`src/rtl/alarm_scheduler.sv`:
```
// Alarm sequencer: NUM_SLOTS programmable alarm times compared once per second,
// driving the buzzer through a ring / snooze / dismiss state machine.
//
// state      | meaning
// -----------+-----------------------------------------------------------
// ST_IDLE    | no event; waiting for an enabled slot to match on sec_tick
// ST_RING    | buzzer on; counting down RING_SECS ticks to auto-timeout
// ST_SNOOZE  | buzzer off; counting down SNOOZE_SECS ticks, then rings again

module alarm_scheduler #(
   parameter int NUM_SLOTS   = 4,
   parameter int RING_SECS   = 60,
   parameter int SNOOZE_SECS = 300,
   parameter int MAX_SNOOZE  = 3
) (
   input  logic                 newclk,
   input  logic                 reset,
   input  logic                 sec_tick,
   input  logic [10:0]          hour,
   input  logic [10:0]          minute,
   input  logic [10:0]          second,
   input  logic                 cfg_we,
   input  logic [1:0]           cfg_slot,
   input  logic [10:0]          cfg_hour,
   input  logic [10:0]          cfg_minute,
   input  logic [10:0]          cfg_second,
   input  logic                 cfg_en,
   input  logic                 middle,
   input  logic                 down,
   output logic                 ring,
   output logic [1:0]           alarm_mode,
   output logic [1:0]           active_slot,
   output logic [1:0]           snooze_cnt,
   output logic [NUM_SLOTS-1:0] slot_en
);

   localparam logic [1:0] ST_IDLE   = 2'd0;
   localparam logic [1:0] ST_RING   = 2'd1;
   localparam logic [1:0] ST_SNOOZE = 2'd2;

   localparam int MAX_SECS = (RING_SECS > SNOOZE_SECS) ? RING_SECS : SNOOZE_SECS;
   localparam int CNT_W    = $clog2(MAX_SECS + 1);

   localparam logic [CNT_W-1:0] RING_LOAD    = CNT_W'(RING_SECS);
   localparam logic [CNT_W-1:0] SNOOZE_LOAD  = CNT_W'(SNOOZE_SECS);
   localparam logic [CNT_W-1:0] TIMER_ONE    = CNT_W'(1);
   localparam logic [1:0]       SNOOZE_LIMIT = 2'(MAX_SNOOZE);

   logic [10:0]          slot_hour   [NUM_SLOTS];
   logic [10:0]          slot_minute [NUM_SLOTS];
   logic [10:0]          slot_second [NUM_SLOTS];

   logic [NUM_SLOTS-1:0] slot_match;
   logic                 any_match;
   logic [1:0]           match_idx;

   logic                 middle_q;
   logic                 down_q;
   logic                 dismiss_edge;
   logic                 snooze_edge;

   logic [1:0]           state_q;
   logic [1:0]           state_d;
   logic [CNT_W-1:0]     timer_q;
   logic [CNT_W-1:0]     timer_d;
   logic [1:0]           slot_d;
   logic [1:0]           cnt_d;
   logic                 timer_done;
   logic                 cancel;

   always_ff @(posedge newclk) begin
      if (reset) begin
         for (int i = 0; i < NUM_SLOTS; i++) begin
            slot_hour[i]   <= '0;
            slot_minute[i] <= '0;
            slot_second[i] <= '0;
         end
         slot_en <= '0;
      end else if (cfg_we) begin
         for (int i = 0; i < NUM_SLOTS; i++) begin
            if (cfg_slot == 2'(i)) begin
               slot_hour[i]   <= cfg_hour;
               slot_minute[i] <= cfg_minute;
               slot_second[i] <= cfg_second;
               slot_en[i]     <= cfg_en;
            end
         end
      end
   end

   // Compare reads the registered slot contents, so a same-cycle write is not seen yet.
   always_comb begin
      for (int i = 0; i < NUM_SLOTS; i++) begin
         slot_match[i] = slot_en[i] &&
                         (slot_hour[i]   == hour)   &&
                         (slot_minute[i] == minute) &&
                         (slot_second[i] == second);
      end
   end

   always_comb begin
      any_match = |slot_match;
      match_idx = 2'd0;
      for (int i = NUM_SLOTS - 1; i >= 0; i--) begin
         if (slot_match[i]) begin
            match_idx = 2'(i);
         end
      end
   end

   // Loaded with the live level in reset so a held button yields no edge afterwards.
   always_ff @(posedge newclk) begin
      if (reset) begin
         middle_q <= middle;
         down_q   <= down;
      end else begin
         middle_q <= middle;
         down_q   <= down;
      end
   end

   assign dismiss_edge = middle & ~middle_q;
   assign snooze_edge  = down & ~down_q;

   assign timer_done = sec_tick && (timer_q == TIMER_ONE);
   assign cancel     = cfg_we && !cfg_en && (cfg_slot == active_slot) && (state_q != ST_IDLE);

   always_comb begin
      state_d = state_q;
      timer_d = timer_q;
      slot_d  = active_slot;
      cnt_d   = snooze_cnt;
      case (state_q)
         ST_IDLE: begin
            if (sec_tick && any_match) begin
               state_d = ST_RING;
               timer_d = RING_LOAD;
               slot_d  = match_idx;
               cnt_d   = 2'd0;
            end
         end
         ST_RING: begin
            if (dismiss_edge || cancel) begin
               state_d = ST_IDLE;
               timer_d = '0;
            end else if (snooze_edge && (snooze_cnt < SNOOZE_LIMIT)) begin
               state_d = ST_SNOOZE;
               timer_d = SNOOZE_LOAD;
               cnt_d   = snooze_cnt + 2'd1;
            end else if (timer_done) begin
               state_d = ST_IDLE;
               timer_d = '0;
            end else if (sec_tick) begin
               timer_d = timer_q - TIMER_ONE;
            end
         end
         ST_SNOOZE: begin
            if (dismiss_edge || cancel) begin
               state_d = ST_IDLE;
               timer_d = '0;
            end else if (timer_done) begin
               state_d = ST_RING;
               timer_d = RING_LOAD;
            end else if (sec_tick) begin
               timer_d = timer_q - TIMER_ONE;
            end
         end
         default: begin
            state_d = ST_IDLE;
            timer_d = '0;
         end
      endcase
   end

   always_ff @(posedge newclk) begin
      if (reset) begin
         state_q     <= ST_IDLE;
         timer_q     <= '0;
         active_slot <= 2'd0;
         snooze_cnt  <= 2'd0;
      end else begin
         state_q     <= state_d;
         timer_q     <= timer_d;
         active_slot <= slot_d;
         snooze_cnt  <= cnt_d;
      end
   end

   assign ring       = (state_q == ST_RING);
   assign alarm_mode = state_q;

endmodule

```
`config.mk`:
```
export PLATFORM = sky130hd
export DESIGN_NAME = alarm_scheduler
export DESIGN_NICKNAME = d
export VERILOG_FILES = /design/src/rtl/alarm_scheduler.sv
export SDC_FILE = /design/constraint.sdc
export NUM_CORES = 1
export LEC_CHECK = 0
export CORE_MARGIN = 10
export CORE_UTILIZATION = 31
export CTS_CLUSTER_SIZE = 16
export DETAILED_ROUTE_END_ITERATION = 7
export PLACE_DENSITY = 0.56
export SKIP_CTS_REPAIR_TIMING = 1
export SLEW_MARGIN = 10
export SYNTH_ARGS = -nofsm -noshare
export SYNTH_HDL_FRONTEND = slang
export SYNTH_SLANG_ARGS = --single-unit
```
`constraint.sdc`:
```
create_clock -name newclk -period 8.55 [get_ports newclk]
set_input_delay 2.1375 -clock newclk [delete_from_list [all_inputs] [get_ports newclk]]
set_output_delay 2.1375 -clock newclk [all_outputs]
set_load 0.03 [all_outputs]
```
; After elaboration in Yosys (flattened, before gate mapping)
; Memories as Yosys holds them, arrays and structs flattened.
; Cells that the tools add are included.
[totals]
regBits = 21
ram_bits = 132
in_bits = 75
out_inout_bits = 11
wordCells = 141
n_memories = 3
[memory_table]
columns = name, words, width, rd, rd_clocked_by_memory_dff, write_ports, line_no
row1 = slot_hour, 4, 11, 4, 0, 4, 49  ; logic [10:0] slot_hour [NUM_SLOTS];
row2 = slot_minute, 4, 11, 4, 0, 4, 50  ; logic [10:0] slot_minute [NUM_SLOTS];
row3 = slot_second, 4, 11, 4, 0, 4, 51  ; logic [10:0] slot_second [NUM_SLOTS];
[op_classes]
addsub = 2
n_lt_le_gt_ge = 1
n_eq_ne = 24
n_mux = 53
bitwise_logic = 16
n_reduce_logical = 32
[ops]
columns = op, count
row1 = $eq A11 B11 Y1, 12
row2 = $mux W11, 12
row3 = $mux W9, 7
row4 = $pmux W9 S3, 1
row5 = $mux W2, 13
row6 = $logic_and A1 B1 Y1, 18
row7 = $mux W1, 18
row8 = $or A1 B1 Y1, 12
row9 = $reduce_and A2 Y1, 5
row10 = $eq A9 B1 Y1 const B, 1
row11 = $sub A9 B1 Y9 const B, 1
row12 = $eq A2 B2 Y1 const B, 3
row13 = $pmux W2 S3, 1
row14 = $eq A2 B1 Y1 const B, 2
row15 = $logic_not A2 Y1, 2
row16 = $ne A2 B2 Y1 const B, 2
row17 = $ne A4 B1 Y1 const B, 1
row18 = $pmux W2 S2, 1
row19 = $reduce_and A4 Y1, 1
row20 = $reduce_bool A2 Y1, 2
row21 = $reduce_or A4 Y1, 1
row22 = $ne A3 B3 Y1 const B, 1
row23 = $reduce_and A3 Y1, 1
row24 = $add A2 B1 Y2 const B, 1
row25 = 7 further kinds, 9

; Logic depth before layout (Yosys ltp)
[logic_depth]
ltp_word = 8
ltp_mapped = 9

; Least setup slack after synthesis
; Ideal clock, no wire load.
[synth_timing]
path_kind = input to register
from = input port cfg_slot[1]
to = memory slot_hour[2][0] (enable)
setup_time_ns = 0.471
arrival_time_ns = 4.823
required_ns = 8.079
slack_ns = 3.256
stages = 3
path_cell_list = clkbuf_1 inv_1 o21ai_0
[synth_rtl]
columns = element, line_no
row1 = "start, declared", 23  ; input logic [1:0] cfg_slot,
row2 = "end, declared", 49

; Final worst setup path
[layout_timing]
from = input port minute[2]
to = register timer_q[4]
[layout_between]
elab_chain_cells = 6
word_cells_on_any_way = 15
classes_between = eq/ne: 5 / reduce/logical: 10
[layout_lines]
columns = element, line_no
row1 = "start, declared", 20  ; input logic [10:0] minute,
row2 = $eq A11 B11 Y1, 96  ; (slot_minute[i] == minute) &&
row3 = $logic_and A1 B1 Y1, 95  ; (slot_hour[i] == hour) &&
row4 = $logic_and A1 B1 Y1, 96
row5 = $reduce_or A4 Y1 (*), 102  ; any_match = |slot_match;
row6 = $logic_and A1 B1 Y1 (*), 135  ; if (sec_tick && any_match) begin
row7 = $ne A2 B2 Y1 (no line) (*), n/a
row8 = "end signal, assigned", 183  ; timer_q <= timer_d;
row9 = "end, declared", 64  ; logic [CNT_W-1:0] timer_q;
; Every way passes the cells marked *; elsewhere a longest branch is shown, timed or not.
; A chain may end at the register's enable or synchronous reset.

==> results.toml <==
[outcome]
outcome = "finished, final reports clean"

[synth]
synth_flop_cell = "edfxtp_1"
ys_warn_count = 0
synth_fp_nets = 709
yosys.cell_types.count = 47
ys_ff_latch = 153
async_flop_share = 0
syn_avg_cell_area_sq_um = 12.0
synth_top_area_cell = "edfxtp_1"
synth_area_sq_mm = 0.00758
synth_enable_flop_cells = 132
netlist_top_cells_area = "edfxtp_1 (52%), and2_1 (11%), xnor2_1 (10%)"
synthCells = 631
synth_top_area_frac = 0.523
seq_area_frac_synth = 0.578

[placed_design]
gp_congestion = 0.840
place_inst = 1028
place_hpwl_mm = 15.4
io_buffer_count = 85
pre_cts_slack_ns = 3.62

[worst_setup_path]
rr_worst_depth = 6
cp.arrival_ns = 5.11
timing.rr.end = "timer_q[4]"
startpoint_type = "primary input"
crit_path_end_kind = "flop"
critPathRequiredTime_ns = 8.93
cp_max_fo = 5
r2r_setup_slack_ns = 5.75
reg2reg_from = "slot_second[1][7]"
crit_type = "primary input to flop"

[cells_and_area]
n_antenna_cell = 0
drive_gt1_frac = 0.0735
n_fill_cell = 2324
synthToLayoutAreaGrowth_pct = 24.2
finish.utilization = 0.390
instances_no_fill = 1059
final-seq-area_sq_mm = 0.00438
nNetsFinal = 801
multi_input_area_sq_mm = 0.00313

[cts]
cts_buffers = 17
clk_latency_ns = 0.44
cts_tree = "yes"
cts.sinks = 153
clock_path_buffers = 2
clockRootBuffer = "clkbuf_16"
cts.clk_slew.worst_paths_ns = 0.07
cts_max_level = 4

[drt]
dr.first_iter.drc_count = 271
vias = 4928
wl_per_cell_um = 20.2
dr.pass1.iters = 5
ant_nets = 0
vias_per_cell = 4.65
drc = 0
wl_mm = 21.4

[power]
vdd_drop_max_mv = 0.102
total_power_mw = 1.81
p_leak_nw = 3.28
powerDensity_mw_per_mm2 = 192

[die]
core_area_sq_mm = 0.0242
start_util = 0.314
ios = 86
die_h_um = 176
die_area_sq_mm = 0.0311
die_w_um = 176
rows = 57

[sta]
finalCriticalPeriod_ns = 4.73
slew_headroom = 0.174
setup-violations-final = 0
final.setup.tns_ns = 0
hold_viol = 0
worstMarginPinSlew_ns = 1.21
maxSlewViolCount = 0
skew_ns = 0.0155
setup_slack_ns = 3.82
fmax_ghz = 0.212
rsz0062_at_grt = "no"
period_share = 0.553

[worst_hold_path]
hold_class = "flop to flop"
min_delay_worst_endpoint = "timer_q[7]"
min_from = "timer_q[7]"
whs_path_depth = 2

[global_routing]
grt_max_degree = 35
antenna_found_initial = 0
grt_pass1_vias = 5287
grt_pass1_wl_mm = 32.4
globalRouteOverflowTotal = 0
grt_usage = 0.140

[flow_run]
drv_cap = 0
==> flip-flops by register name (all words and copies together) (netlist names) <==
signal       flops
active_slot      2
slot_minute     44
timer_q          9
slot_second     44
alarm_mode       2
slot_en          4
slot_hour       44
snooze_cnt       2
down_q           1
middle_q         1
==> cell usage after synthesis, types with 2 or more instances <==
library cell / n
xor2_1: 48
o211a_1: 2
o32ai_1: 2
and2_1: 133
nand4_1: 27
a21o_1: 2
inv_1: 12
ha_1: 3
or3_1: 2
o21ai_0: 16
a21oi_1: 5
nand3_1: 7
dfxtp_1: 21
nor3_1: 12
nand2b_1: 5
o22ai_1: 2
or2_2: 4
a31oi_1: 4
nor2b_1: 3
nor2_1: 19
o21a_1: 6
xnor2_1: 87
edfxtp_1: 132
nor4_1: 14
nand2_1: 24
clkbuf_1: 18
==> final cells by class <==
cell class                      count  area share
Tap cell                          324      0.0430
Multi-Input combinational cell    446       0.332
Clock inverter                     14      0.0133
Inverter                           12     0.00478
Timing Repair Buffer               93      0.0967
Sequential cell                   153       0.465
Clock buffer                       17      0.0451
==> metal layers <==
metal | part of all wire | GRT usage | up-vias
met5 | 0 | 0 | -
met4 | 0.013 | 0.0389 | 0
met1 | 0.45 | 0.181 | 2382
li1 | - | - | 2405
met2 | 0.47 | 0.226 | 125
met3 | 0.058 | 0.0397 | 16
==> per-stage QoR <==
step           area [sq um]  hold WS [ns]
5_1_grt                9420         0.529
3_5_place_dp           8870         0.486
4_1_cts                9420         0.496
3_3_place_gp           8870         0.478
2_1_floorplan          7580         0.463
6_report               9420         0.490
==> cells in the final DEF (no fill, tap or decap), types with 3 or more instances in the layout <==
cell type / n
a21oi_1: 5
a31oi_1: 4
and2_1: 133
buf_4: 8
clkbuf_16: 17
clkdlybuf4s50_1: 85
clkinv_4: 3
clkinvlp_4: 3
dfxtp_1: 21
edfxtp_1: 132
ha_1: 3
inv_1: 12
nand2_1: 24
nand2b_1: 5
nand3_1: 7
nand4_1: 27
nor2_1: 17
nor2b_1: 3
nor3_1: 10
nor4_1: 14
o21a_1: 6
o21ai_0: 13
o21ai_4: 3
or2_2: 4
xnor2_1: 87
xor2_1: 48
==> how the worst max path moves through the flow <==
stage	to	start	slack, ns
finish	timer_q[4]	minute[2]	3.82
global route	timer_q[6]	minute[2]	3.82
CTS	timer_q[4]	minute[2]	4.05
detailed placement	timer_q[6]	minute[2]	3.62
global placement	timer_q[6]	minute[2]	3.58
floorplan	slot_hour[2][0]	cfg_slot[1]	3.26
==> cells by family (layout without fill, tap and decap cells) <==
| logic type | Yosys count | count (layout) | share of synthesized area |
|---|---|---|---|
| simple gates | 256 | 256 | 0.196 |
| compound gates | 51 | 51 | 0.0480 |
| buf+inv | 32 | 136 | 0.0160 |
| flops | 153 | 153 | 0.578 |
| fa+ha+maj | 3 | 3 | 0.00495 |
| xor+xnor | 135 | 135 | 0.156 |
| mux | 1 | 1 | 0.00132 |
==> power by group <==
| group | switching (mW) | total (mW) | internal, mW |
|---|---|---|---|
| Sequential | 0.0216 | 0.884 | 0.862 |
| Combinational | 0.114 | 0.205 | 0.0908 |
| Clock | 0.321 | 0.721 | 0.400 |
==> critical path: stages <==
cell and delay (ns):
clkdlybuf4s50_1 0.58, xor2_1 0.21, a2111oi_0 1.02, nand4_1 0.37
a41oi_2 0.39, or2b_2 0.21, o221a_2 0.19
(Power assumes the default switching activity.)
